### config.mk
export PLATFORM = sky130hd
export DESIGN_NAME = road_out_buffer
export DESIGN_NICKNAME = d
export VERILOG_FILES = /design/src/rtl/road_pkg.sv /design/src/rtl/road_fifo.sv /design/src/rtl/road_out_buffer.sv
export SDC_FILE = /design/constraint.sdc
export NUM_CORES = 1
export LEC_CHECK = 0
export ABC_AREA = 1
export CORE_ASPECT_RATIO = 1.5
export CORE_UTILIZATION = 55
export DETAILED_ROUTE_END_ITERATION = 8
export HOLD_SLACK_MARGIN = 0.05
export PLACE_DENSITY_LB_ADDON = 0.1
export SLEW_MARGIN = 20
export SYNTH_ARGS = -nofsm -noshare
export SYNTH_HDL_FRONTEND = slang
export SYNTH_SLANG_ARGS = --single-unit
### constraint.sdc
create_clock -name clk -period 5.55 [get_ports clk]
set_clock_uncertainty 0.2 [all_clocks]
set_input_delay 0.555 -clock clk [delete_from_list [all_inputs] [get_ports clk]]
set_output_delay 0.555 -clock clk [all_outputs]
set_load 0.03 [all_outputs]
### src/rtl/road_pkg.sv
// Shared definitions for the road output stage: road-word layout, FSM
// state encoding and the hit-layer popcount helper.
package road_pkg;

  localparam int BX_W        = 8;
  localparam int SECTOR_W    = 6;
  localparam int ROAD_ID_W   = 10;
  localparam int HIT_MASK_W  = 6;

  localparam int HIT_MASK_LSB = 0;
  localparam int ROAD_ID_LSB  = HIT_MASK_LSB + HIT_MASK_W;  // 6
  localparam int SECTOR_LSB   = ROAD_ID_LSB + ROAD_ID_W;    // 16
  localparam int BX_LSB       = SECTOR_LSB + SECTOR_W;      // 22
  localparam int ROAD_WORD_W  = BX_LSB + BX_W;              // 30

  // Field order matches the packed road word, MSB first.
  typedef struct packed {
    logic [BX_W-1:0]       bx;
    logic [SECTOR_W-1:0]   sector;
    logic [ROAD_ID_W-1:0]  road_id;
    logic [HIT_MASK_W-1:0] hit_mask;
  } road_word_t;

  typedef enum logic [1:0] {
    ST_IDLE  = 2'd0,
    ST_RUN   = 2'd1,
    ST_DRAIN = 2'd2,
    ST_EOR   = 2'd3
  } road_state_t;

  // Number of layers with a hit.
  function automatic logic [2:0] popcount(input logic [HIT_MASK_W-1:0] mask);
    logic [2:0] n;
    n = '0;
    for (int i = 0; i < HIT_MASK_W; i++) begin
      n = n + {2'b00, mask[i]};
    end
    return n;
  endfunction

endpackage

### src/rtl/road_fifo.sv
// Synchronous FIFO with a registered read port. Pointers carry one extra
// wrap bit so full and empty are distinguishable without a separate counter.
module road_fifo #(
  parameter int WIDTH = 30,
  parameter int DEPTH = 16
) (
  input  logic                       clk,
  input  logic                       rst,
  input  logic                       wr_en,
  input  logic [WIDTH-1:0]           wr_data,
  input  logic                       rd_en,
  output logic [WIDTH-1:0]           rd_data,
  output logic                       rd_valid,
  output logic                       full,
  output logic                       empty,
  output logic [$clog2(DEPTH):0]     count
);

  localparam int AW = $clog2(DEPTH);

  logic [WIDTH-1:0] mem [DEPTH];
  logic [AW:0]      wr_ptr;
  logic [AW:0]      rd_ptr;
  logic             do_wr;
  logic             do_rd;

  assign full  = (wr_ptr[AW] != rd_ptr[AW]) && (wr_ptr[AW-1:0] == rd_ptr[AW-1:0]);
  assign empty = (wr_ptr == rd_ptr);
  assign count = wr_ptr - rd_ptr;
  assign do_wr = wr_en && !full;
  assign do_rd = rd_en && !empty;

  // Storage array write.
  // NOTE: the storage array is deliberately not reset; the pointers alone
  // define which entries are live, and a reset here would block RAM inference.
  always_ff @(posedge clk) begin
    if (do_wr) begin
      mem[wr_ptr[AW-1:0]] <= wr_data;
    end
  end

  // Pointer update and registered read port; rd_data holds when not reading.
  // NOTE: sequential state uses non-blocking assignments so every register
  // samples pre-edge values regardless of statement order.
  always_ff @(posedge clk) begin
    if (rst) begin
      wr_ptr   <= '0;
      rd_ptr   <= '0;
      rd_data  <= '0;
      rd_valid <= 1'b0;
    end else begin
      rd_valid <= do_rd;
      if (do_wr) begin
        wr_ptr <= wr_ptr + 1'b1;
      end
      if (do_rd) begin
        rd_data <= mem[rd_ptr[AW-1:0]];
        rd_ptr  <= rd_ptr + 1'b1;
      end
    end
  end

endmodule

### src/rtl/road_out_buffer.sv
// Per-pipe road output stage: quality filter, stage-1 register, FIFO and
// run-control FSM producing road_data/road_dv and the end-of-run pulse.
// Optional build macro ROAD_OUT_STATS_EN adds saturating road_cnt/drop_cnt.
module road_out_buffer
  import road_pkg::*;
#(
  parameter int DEPTH    = 16,
  parameter int MIN_HITS = 4
) (
  input  logic                   clk,
  input  logic                   rst,
  input  logic                   sor,
  input  logic                   run_end,
  input  logic                   in_dv,
  input  logic [BX_W-1:0]        in_bx,
  input  logic [SECTOR_W-1:0]    in_sector,
  input  logic [ROAD_ID_W-1:0]   in_road_id,
  input  logic [HIT_MASK_W-1:0]  in_hit_mask,
  input  logic                   hold,
  output logic [ROAD_WORD_W-1:0] road_data,
  output logic                   road_dv,
  output logic                   eor,
  output logic                   ovf,
  output logic                   busy
`ifdef ROAD_OUT_STATS_EN
  ,
  output logic [15:0]            road_cnt,
  output logic [15:0]            drop_cnt
`endif
);

  road_state_t           state_q;
  road_state_t           state_d;
  logic                  start_run;
  logic                  cand_run;
  logic                  qualified;
  logic                  s1_load;
  logic                  s1_valid;
  road_word_t            s1_word;
  logic                  fifo_wr_en;
  logic                  fifo_rd_en;
  logic                  fifo_full;
  logic                  fifo_empty;
  logic [$clog2(DEPTH):0] fifo_count;
  logic                  ovf_drop;

  assign start_run  = (state_q == ST_IDLE) && sor;
  assign cand_run   = (state_q == ST_RUN) && in_dv;
  assign qualified  = int'(popcount(in_hit_mask)) >= MIN_HITS;
  assign s1_load    = cand_run && qualified;
  // Fullness is the pre-edge value, so a same-cycle read never makes room.
  assign fifo_wr_en = s1_valid && !fifo_full;
  assign ovf_drop   = s1_valid && fifo_full;
  assign fifo_rd_en = !fifo_empty && !hold;

  assign busy = (state_q != ST_IDLE);
  assign eor  = (state_q == ST_EOR);

  // FSM state register.
  always_ff @(posedge clk) begin
    if (rst) state_q <= ST_IDLE;
    else     state_q <= state_d;
  end

  // FSM next-state: drain only finishes once nothing is in flight or on the bus.
  always_comb begin
    state_d = state_q;
    case (state_q)
      ST_IDLE:  if (sor) state_d = ST_RUN;
      ST_RUN:   if (run_end) state_d = ST_DRAIN;
      ST_DRAIN: if (!s1_valid && (fifo_count == '0) && !road_dv) state_d = ST_EOR;
      ST_EOR:   state_d = ST_IDLE;
      default:  state_d = ST_IDLE;
    endcase
  end

  // Stage-1 valid flag: only qualified candidates seen in RUN are captured.
  always_ff @(posedge clk) begin
    if (rst) s1_valid <= 1'b0;
    else     s1_valid <= s1_load;
  end

  // Stage-1 payload; meaningful only while s1_valid is set.
  always_ff @(posedge clk) begin
    if (s1_load) begin
      s1_word <= '{bx: in_bx, sector: in_sector, road_id: in_road_id, hit_mask: in_hit_mask};
    end
  end

  // Sticky overflow flag, cleared at the start of each run.
  always_ff @(posedge clk) begin
    if (rst || start_run) ovf <= 1'b0;
    else if (ovf_drop)    ovf <= 1'b1;
  end

  road_fifo #(
    .WIDTH (ROAD_WORD_W),
    .DEPTH (DEPTH)
  ) u_fifo (
    .clk      (clk),
    .rst      (rst),
    .wr_en    (fifo_wr_en),
    .wr_data  (s1_word),
    .rd_en    (fifo_rd_en),
    .rd_data  (road_data),
    .rd_valid (road_dv),
    .full     (fifo_full),
    .empty    (fifo_empty),
    .count    (fifo_count)
  );

`ifdef ROAD_OUT_STATS_EN
  logic        reject;
  logic [16:0] drop_sum;

  assign reject   = cand_run && !qualified;
  assign drop_sum = {1'b0, drop_cnt} + 17'(reject) + 17'(ovf_drop);

  // Emitted-word counter, saturating at all ones.
  always_ff @(posedge clk) begin
    if (rst || start_run)                  road_cnt <= '0;
    else if (road_dv && road_cnt != 16'hFFFF) road_cnt <= road_cnt + 16'd1;
  end

  // Drop counter; a reject and an overflow can land in the same cycle.
  always_ff @(posedge clk) begin
    if (rst || start_run) drop_cnt <= '0;
    else if (drop_sum[16]) drop_cnt <= 16'hFFFF;
    else                   drop_cnt <= drop_sum[15:0];
  end
`endif

endmodule

==> impl_metrics.tcl <==
set metrics [dict create \
    dp_cells 2165 \
    post-route-min-period_ps 3530 \
    required_ps 5640 \
    netlist_top_cells_area "edfxtp_1 (70%), nor2_1 (5.6%), o21ai_0 (4.7%)" \
    avgSynthCellArea_sq_um 12.9 \
    grt_pass1_vias 13300 \
    stdcell_count 2264 \
    drv_cap 0 \
    synth_area_sq_um 21700 \
    grt_max_degree 256 \
    cts-buffers-inserted 50 \
    drv_slew 0 \
    ys_seq_elements 555 \
    fin_tns_setup_ps 0 \
    route.detailed.drc 0 \
    outcome "complete, no violations" \
    clock_path_buffers 3 \
    drt-initial-drc-count 1244 \
    root_buffer "clkbuf_16" \
    area_growth_syn_to_layout_pct 13.5 \
    ys_types 31 \
    cp-start-kind "flip-flop" \
    vias 13500 \
    fmax_ghz 0.283 \
    path_class "reg -> reg" \
    critPathLaunch "u_fifo.rd_ptr[2]$_SDFFE_PP0P_" \
    reg2reg_slack_ps 2020 \
    setup_violations 0 \
    io-pin-count 70 \
    final_util_pct 63.6 \
    mostFrequentLayoutCell "edfxtp_1" \
    rows 88 \
    endpoint_kind "flip-flop" \
    fp.dieArea_sq_um 40300 \
    nets 1781 \
    synth_largest_area_cell "edfxtp_1" \
    antenna_found_initial 0 \
    syn_nets 1739 \
    synth_warnings 0 \
    timing.rr.start "u_fifo.rd_ptr[2]$_SDFFE_PP0P_" \
    synthCells 1685 \
    min_period_over_period_pct 63.6 \
    cts_hold_buffers 0 \
    holdCritPathClass "reg -> reg" \
    drt-pass1-iter-count 5 \
    whs_path_depth 1 \
    cp.depth 10 \
    arrival_ps 3610 \
    drive_gt1_share_pct 7.80 \
    cp_top_family "simple AND/OR/NAND/NOR gates" \
    crit_top_cell "nand2_1" \
    synth_top_area_share_pct 70.5 \
    clk_latency_ps 600 \
    gr-usage-all-layers_pct 26.3 \
    cts_max_level 2 \
    drt-total-wl_mm 51.6 \
    reg2reg_depth 10 \
    hold_viol_final 0 \
    slowest_stage "nor2_4" \
    path_buf_inv 4 \
    place_congestion 0.797 \
    ys_seq_area_share_pct 74.6 \
    slew_headroom_pct 1.21 \
    wire_per_inst_um 22.8 \
    antennaDiodeCount 0 \
    tritoncts "built" \
    path_cells "inv_1 -> ha_1 -> inv_2 -> nor3_2 -> nand2_1 -> nand2_1 -> inv_1 -> nand2_1 -> nor2_4 -> buf_4" \
    start_util_pct 56.1 \
    clock_sinks 555 \
    r2r-end "u_fifo.mem[5][26]$_DFFE_PP_" \
    vias_per_cell 5.94 \
    postCtsSetupRepairBufs 0 \
    grt_pass1_wl_mm 78.2 \
    cts.repair.resized 0 \
    powerDensity_nw_per_um2 416 \
    layout_common_cells "edfxtp_1 (510), nor2_1 (311), o21ai_0 (205), nand2_1 (121), clkdlybuf4s50_1 (69)" \
    holdWs_ps 279 \
    die_h_um 245 \
    fp.coreArea_sq_um 38800 \
    die_w_um 164 \
    io_buffers 69 \
    crit_end "u_fifo.mem[5][26]$_DFFE_PP_" \
    cp_max_fo 18 \
    grt_overflow 0 \
    hpwl_mm 28.6 \
    tightest_slew_ps 1480 \
    max_stage_delay_ps 730 \
    antenna_left 0 \
    clkTransAtPathRegs_ps 70 \
    ir_drop_mv 0.277 \
    rsz0062_at_grt "false" \
    leakage_nw 8.21 \
]
## power breakdown
part / switching [mW] / internal, mW / leakage [nW]
clock: 1.49 / 1.96 / 0.796
sequential: 0.162 / 4.68 / 4.95
combinational: 1.31 / 0.647 / 2.46
total: 2.97 / 7.29 / 8.21
## kinds of logic (layout without fill, tap and decap cells)
kind of cell,Yosys count,count (layout),synth area share (%)
simple gates,509,509,9.27
flops,555,555,74.6
compound gates,448,448,11.4
buf+inv,155,239,3.55
fa+ha+maj,18,18,1.14
## cells in the mapped netlist
master      n
edfxtp_1  510
nor2_1    327
o21ai_0   205
nand2_1   121
o211ai_1   60
a21oi_1    58
o22ai_1    55
o21ai_1    54
clkbuf_1   50
dfxtp_1    45
inv_1      43
nand3_1    41
buf_2      30
ha_1       15
a31oi_1    13
buf_6      13
buf_4      11
or2_2      11
inv_2       5
fa_1        3
nor3_1      3
clkbuf_2    2
nand2_2     2
a31o_2      1
buf_8       1
nand3b_1    1
nor3_2      1
nor3b_1     1
nor4_1      1
o21bai_1    1
o31ai_1     1
## layout make-up
class	instances	area, sq um
Tap cell	495	619
Clock inverter	19	260
Timing Repair Buffer	97	1130
Multi-Input combinational cell	975	4880
Clock buffer	75	1380
Sequential cell	555	16200
Fill cell	2881	14100
Inverter	48	185
## sequential cells by signal, summed over array words and instances (netlist names)
register	count
u_fifo.rd_valid	1
state_q	2
u_fifo.mem	480
u_fifo.rd_ptr	5
ovf	1
s1_word	30
s1_valid	1
u_fifo.rd_data	30
u_fifo.wr_ptr	5
## routing by layer
metal	vias to the layer above	wire length [um]	track usage, %
met4	0	1620	9.59
met1	6708	19800	32.3
met2	442	27500	47.3
li1	6204	-	-
met5	-	0	0
met3	102	2600	3.12
## worst register-to-register path, stage by stage (launching register included)
cell and delay (ps):
dfxtp_2 320, inv_1 460, ha_1 400, inv_2 90, nor3_2 50, nand2_1 70, nand2_1 100, inv_1 180
nand2_1 260, nor2_4 730, buf_4 370
## through the flow
step	setup WS [ps]	instance area (sq um)	power [mW]
after floorplan	1010	21700	6.30
after global placement	2030	22700	6.86
after detailed placement	1970	22900	6.89
after CTS	2010	24500	10.3
after global routing	1810	24700	10.7
final	2020	24700	10.3
## worst min-delay path by stage
stage                                        startpoint                             to  slack [ps]
final                     u_fifo.wr_ptr[4]$_SDFFE_PP0P_  u_fifo.wr_ptr[4]$_SDFFE_PP0P_         280
after floorplan           u_fifo.wr_ptr[4]$_SDFFE_PP0P_  u_fifo.wr_ptr[4]$_SDFFE_PP0P_         220
after global placement    u_fifo.wr_ptr[4]$_SDFFE_PP0P_  u_fifo.wr_ptr[4]$_SDFFE_PP0P_         240
after CTS                 u_fifo.wr_ptr[4]$_SDFFE_PP0P_  u_fifo.wr_ptr[4]$_SDFFE_PP0P_         270
after global routing                           in_bx[5]          s1_word[27]$_DFFE_PP_         300
after detailed placement  u_fifo.wr_ptr[4]$_SDFFE_PP0P_  u_fifo.wr_ptr[4]$_SDFFE_PP0P_         250
Note: power is estimated with default switching activity, not from simulation.
